$ cat src/rtl/pf_insn_queue.sv
// Instruction queue between the prefetch unit and the decoder: a small circular buffer
// with poison-on-bus-error and flush. Optional same-cycle bypass via macro PFQ_BYPASS_EN.
module pf_insn_queue #(
  parameter int ADDRESS_WIDTH = 30,
  parameter int DATA_WIDTH    = 32,
  parameter int LGFIFO        = 2
) (
  input  logic                     i_clk,
  input  logic                     i_rst_n,
  input  logic                     i_flush,
  input  logic                     i_pf_valid,
  input  logic [DATA_WIDTH-1:0]    i_pf_insn,
  input  logic [ADDRESS_WIDTH-1:0] i_pf_pc,
  input  logic                     i_pf_illegal,
  output logic                     o_pf_stalled_n,
  output logic                     o_valid,
  output logic [DATA_WIDTH-1:0]    o_insn,
  output logic [ADDRESS_WIDTH-1:0] o_pc,
  output logic                     o_illegal,
  input  logic                     i_dcd_stalled_n,
  output logic [LGFIFO:0]          o_fill
);

  localparam int DEPTH = 1 << LGFIFO;
  localparam logic [LGFIFO:0] PTR_MSB = {1'b1, {LGFIFO{1'b0}}};
  localparam logic [LGFIFO:0] PTR_ONE = {{LGFIFO{1'b0}}, 1'b1};
  localparam logic [LGFIFO:0] PTR_ZERO = {(LGFIFO+1){1'b0}};

  logic [DATA_WIDTH-1:0]    insn_mem_r [DEPTH];
  logic [ADDRESS_WIDTH-1:0] pc_mem_r   [DEPTH];
  logic [DEPTH-1:0]         ill_mem_r;

  logic [LGFIFO:0]   wr_ptr_r, rd_ptr_r, fill_r;
  logic [LGFIFO:0]   wr_ptr_nxt_s, rd_ptr_nxt_s;
  logic [LGFIFO-1:0] wr_idx_s, rd_idx_s;
  logic              poisoned_r, poisoned_nxt_s;
  logic              full_s, empty_s, push_s, store_s, pop_s, bypass_s;

  assign wr_idx_s = wr_ptr_r[LGFIFO-1:0];
  assign rd_idx_s = rd_ptr_r[LGFIFO-1:0];
  assign full_s   = ((wr_ptr_r ^ rd_ptr_r) == PTR_MSB);
  assign empty_s  = (wr_ptr_r == rd_ptr_r);

  // Acceptance never looks at the decoder side, so there is no combinational path through the queue.
  assign o_pf_stalled_n = i_rst_n && !full_s && !poisoned_r && !i_flush;
  assign push_s         = i_pf_valid && o_pf_stalled_n;

`ifdef PFQ_BYPASS_EN
  assign bypass_s = empty_s && push_s;
`else
  assign bypass_s = 1'b0;
`endif

  // A bypassed word taken by the decoder in the same cycle is never written to storage.
  assign store_s = push_s && !(bypass_s && i_dcd_stalled_n);
  assign pop_s   = !empty_s && i_dcd_stalled_n && !i_flush;
  assign o_fill  = fill_r;

  // Head presentation: the bypass path when active, otherwise the entry at the read pointer.
  always_comb begin
    o_valid   = !empty_s || bypass_s;
    o_insn    = insn_mem_r[rd_idx_s];
    o_pc      = pc_mem_r[rd_idx_s];
    o_illegal = !empty_s && ill_mem_r[rd_idx_s];
    if (bypass_s) begin
      o_insn    = i_pf_insn;
      o_pc      = i_pf_pc;
      o_illegal = i_pf_illegal;
    end else begin
      o_insn    = insn_mem_r[rd_idx_s];
      o_pc      = pc_mem_r[rd_idx_s];
      o_illegal = !empty_s && ill_mem_r[rd_idx_s];
    end
  end

  // Next pointer and poison state; flush drops everything, including this cycle's push and pop.
  always_comb begin
    wr_ptr_nxt_s   = wr_ptr_r;
    rd_ptr_nxt_s   = rd_ptr_r;
    poisoned_nxt_s = poisoned_r;
    if (i_flush) begin
      wr_ptr_nxt_s   = PTR_ZERO;
      rd_ptr_nxt_s   = PTR_ZERO;
      poisoned_nxt_s = 1'b0;
    end else begin
      if (store_s) begin
        wr_ptr_nxt_s = wr_ptr_r + PTR_ONE;
      end else begin
        wr_ptr_nxt_s = wr_ptr_r;
      end
      if (pop_s) begin
        rd_ptr_nxt_s = rd_ptr_r + PTR_ONE;
      end else begin
        rd_ptr_nxt_s = rd_ptr_r;
      end
      if (push_s && i_pf_illegal) begin
        poisoned_nxt_s = 1'b1;
      end else begin
        poisoned_nxt_s = poisoned_r;
      end
    end
  end

  // Control state registers with synchronous active-low reset.
  always_ff @(posedge i_clk) begin
    if (!i_rst_n) begin
      wr_ptr_r   <= PTR_ZERO;
      rd_ptr_r   <= PTR_ZERO;
      fill_r     <= PTR_ZERO;
      poisoned_r <= 1'b0;
    end else begin
      wr_ptr_r   <= wr_ptr_nxt_s;
      rd_ptr_r   <= rd_ptr_nxt_s;
      fill_r     <= wr_ptr_nxt_s - rd_ptr_nxt_s;
      poisoned_r <= poisoned_nxt_s;
    end
  end

  // Entry storage; contents are qualified by the pointers and need no reset.
  always_ff @(posedge i_clk) begin
    if (store_s) begin
      insn_mem_r[wr_idx_s] <= i_pf_insn;
      pc_mem_r[wr_idx_s]   <= i_pf_pc;
      ill_mem_r[wr_idx_s]  <= i_pf_illegal;
    end
  end

endmodule
$ cat config.mk
export PLATFORM = sky130hd
export DESIGN_NAME = pf_insn_queue
export DESIGN_NICKNAME = d
export VERILOG_FILES = /design/src/rtl/pf_insn_queue.sv
export SDC_FILE = /design/constraint.sdc
export NUM_CORES = 1
export LEC_CHECK = 0
export ABC_AREA = 1
export BUFFER_PORTS_ARGS = -buffer_cell sky130_fd_sc_hd__buf_4
export CORE_UTILIZATION = 40
export DETAILED_ROUTE_END_ITERATION = 6
export GPL_ROUTABILITY_DRIVEN = 1
export PLACE_DENSITY = 0.7
export SYNTH_ARGS = -nofsm -noshare
export SYNTH_HDL_FRONTEND = slang
export SYNTH_SLANG_ARGS = --single-unit
$ cat constraint.sdc
create_clock -name i_clk -period 5 [get_ports i_clk]
set_input_delay 0.5 -clock i_clk [delete_from_list [all_inputs] [get_ports i_clk]]
set_output_delay 0.5 -clock i_clk [all_outputs]
set_load 0.005 [all_outputs]
==> summary.md <==
| Metric | Value |
|---|---|
| First-pass GRT wire length | 32.3 mm |
| Register bit total from synthesis | 262 |
| Slew headroom | 35.0% |
| Run status | complete, no violations |
| Vias in the first global route | 5,780 |
| Number of diodes | 0 |
| Mapped cell area | 0.00993 mm2 |
| GRT Residual Overflow | 0 |
| FF+latch area | 0.00777 mm2 |
| PortBufs | 135 |
| Routability cong. | 0.821 |
| Pins Over Slew Limit | 0 |
| Die W | 160 um |
| Worst Skew | 0.0110 ns |
| Starting Density | 40.8% |
| Leak pwr | 4.30 nW |
| Top delay family on crit path | buffers and inverters |
| Pin count of the biggest net entering global routing | 103 |
| Hold/Removal Path Class | input pin to flip-flop |
| Final nets | 913 |
| Clock Latency Late Sink | 0.52 ns |
| Post-Route WL | 21.2 mm |
| DIE HEIGHT | 160 um |
| YS warnings | 0 |
| Clock Power Share | 42.2% |
| Post-Syn Area per Cell | 14.1 um2 |
| RSZ-0062 raised after global routing | no |
| Reg power frac | 54.1% |
| Post-route minimum period | 3.36 ns |
| Crit-path max FO | 102 |
| Data required, critical path | 4.50 ns |
| Cell variety after synth | 25 |
| CP Buf/Inv Count | 3 |
| RR Endpoint | pc_mem_r[3][6] |
| Crit-path max cell delay | 0.77 ns |
| Reg2reg start | rd_ptr_r[1] |
| Via density | 5.08 |
| Pint | 3.61 mW |
| FMAX | 298 MHz |
| Final setup violation count | 0 |
| Total power | 4.50 mW |
| DR iter-0 viols | 470 |
| Area occupied by multi-input gates | 0.00196 mm2 |
| CTS Sinks | 262 |
| Setup TNS | 0 ns |
| CTS Buffer Depth | 3 |
| CP Capture Type | primary output |
| Full die area | 0.0255 mm2 |
| CP max stage cell | buf_4 |
| Total Routing Usage GR | 16.4% |
| Detailed Routing Iterations Pass 1 | 5 |
| Crit-path most repeated cell | buf_4 |
| Least-Margin Pin Slew | 0.973 ns |
| Net Switching | 0.886 mW |
| Setup repair bufs after CTS | 0 |
| Critical Path Start Type | flip-flop |
| Core Util, Final | 50.0% |
| I/O pins | 136 |
| Post-DRT Antenna Nets | 0 |
| Core box area | 0.0243 mm2 |
| Register area share after synthesis | 78.2% |
| R2r setup slk | 1.93 ns |
| Hold Vio Cnt, Final | 0 |
| WHS Endpoint | insn_mem_r[3][4] |
| DR WL/cell | 17.9 um |
| Post-Synthesis Cells | 704 |
| CTS tree | built |
| DRC errors left | 0 |
| Ratio of cells with drive above 1 in the final layout | 24.1% |
| CTS Buf Count | 27 |
| CTS H-tree depth | 1 |
| Clk root buf | clkbuf_16 |
| Cts hold-fix bufs | 0 |
| Final worst-path cycle share | 67.1% |
| Hold path depth | 1 |
| Switch share | 19.7% |
| Fillers | 2,097 |
| Via count | 5,999 |
| CTS resizes | 0 |
| Worst r2r path cells | 10 |
| Crit-path cells | inv_4, buf_4, o21ai_0, o22ai_1, buf_4 |
| Fin area | 0.0122 mm2 |
| PwrDens | 370 mW/mm2 |
| Initial antenna violation count | 0 |
| Comb pwr share | 3.7% |
| CP arrival | 2.86 ns |
| Placement Cell Area | 0.0113 mm2 |
| Max Cap Viol | 0 |
| Worst-path clk slew | 0.06 ns |
| Post-DP HPWL | 12.5 mm |
| Area Growth Syn to Fin | 22.4% |
| Hold_sp | i_pf_insn[4] |
| Syn nets | 779 |
| VDD IR max | 0.308 mV |
| Rows | 57 |
| WS Path Type | flip-flop to primary output |
-- routing by layer --
layer / track usage, % / vias up / share of wire (%)
li1: - / 2884 / -
met4: 3.50 / 0 / 1.5
met3: 3.20 / 24 / 6.0
met2: 26.6 / 192 / 48
met1: 22.8 / 2899 / 44
met5: 0 / - / 0
-- metrics by stage --
step	hold slack, ns	worst slack, ns	std cells
after CTS	0.155	1.59	1182
after global routing	0.158	1.41	1182
final	0.177	1.64	1182
after floorplan	0.440	0.927	704
after detailed placement	0.458	1.86	1133
after global placement	0.452	1.88	1133
-- layout make-up --
type                    count  share of cell area, %
flip-flops and latches    262                   63.9
multi-input cells         383                   16.1
repair buffers            145                   9.06
clock buffers              38                   6.23
well taps                 324                   3.33
clock inverters            11                  0.731
inverters                  19                  0.617
-- worst register-to-register path, stage by stage, from the launching register on --
cell and delay [ns]:
dfxtp_2 0.32, inv_2 0.04, buf_4 0.51, nand2_1 0.17, nand2_2 0.13, nand3_2 0.11
nand3_4 0.16, inv_1 0.08, nand2_1 0.08, clkinv_2 0.65, buf_4 0.53
-- registers in the layout, indices dropped and copies added, names as in the netlist --
register and cells:
insn_mem_r 128, rd_ptr_r 3, poisoned_r 1, pc_mem_r 120, wr_ptr_r 3, ill_mem_r 4
o_fill 3
-- cells by family after synthesis --
logic type                 Yosys count  share of synthesized area [%]
xor gates and xnor gates             3                          0.265
muxes                                1                          0.151
buffers and inverters               59                           2.33
AOI/OAI and AO/OA                  196                           10.7
DFF                                262                           78.2
and+or+nand+nor                    176                           7.41
adders and majority gates            7                          0.957
-- placed cells by master, fill, tap and decap left out, types with 2 or more instances in the layout --
master     count
edfxtp_1     252
buf_4        144
nor2_1       136
o21ai_0      126
o22ai_1       63
clkbuf_16     27
nand2_1       17
inv_1         14
dfxtp_1        8
clkbuf_1       7
nand2_2        6
ha_1           6
nand3_1        5
a21oi_1        4
clkinv_2       4
clkinv_1       4
clkbuf_8       4
inv_2          3
nor2_4         3
xor2_1         3
nand4_1        3
nor2_2         2
nand3_4        2
o21ai_1        2
-- power groups by stage --
| stage | Sequential [mW] | Clock (mW) | Combinational, mW |
|---|---|---|---|
| after floorplan | 2.48 | 0 | 0.0499 |
| after global placement | 2.48 | 0 | 0.166 |
| after detailed placement | 2.48 | 0 | 0.169 |
| after CTS | 2.43 | 1.93 | 0.170 |
| after global routing | 2.43 | 2.01 | 0.182 |
| final | 2.43 | 1.90 | 0.166 |
-- worst max-delay path by stage --
| stage | depth (start not counted) | start | to |
|---|---|---|---|
| floorplan | 5 | i_flush | ill_mem_r[0] |
| global placement | 9 | rd_ptr_r[1] | pc_mem_r[3][10] |
| detailed placement | 9 | rd_ptr_r[1] | pc_mem_r[3][13] |
| CTS | 5 | rd_ptr_r[0] | o_insn[27] |
| global route | 7 | rd_ptr_r[0] | o_illegal |
| finish | 5 | rd_ptr_r[0] | o_pc[25] |
-- cells in the mapped netlist --
master | instances | area, um2
inv_1 | 15 | 56.3
nand3_4 | 2 | 35.0
ha_1 | 6 | 75.1
a21oi_2 | 1 | 8.76
mux2_4 | 1 | 15.0
nand4_1 | 3 | 18.8
fa_1 | 1 | 20.0
nor2_2 | 2 | 12.5
nand2_2 | 6 | 37.5
a21oi_1 | 4 | 20.0
nand2_4 | 1 | 11.3
inv_2 | 4 | 15.0
o21ai_1 | 2 | 10.0
o21ai_0 | 126 | 631
buf_1 | 1 | 3.75
nand2_1 | 17 | 63.8
buf_2 | 8 | 40.0
nand3_1 | 5 | 25.0
xor2_1 | 3 | 26.3
clkbuf_1 | 31 | 116
o22ai_1 | 63 | 394
nor2_1 | 139 | 522
dfxtp_1 | 10 | 200
edfxtp_1 | 252 | 7570
nand3_2 | 1 | 10.0
Power figures use the tool's default switching activity.
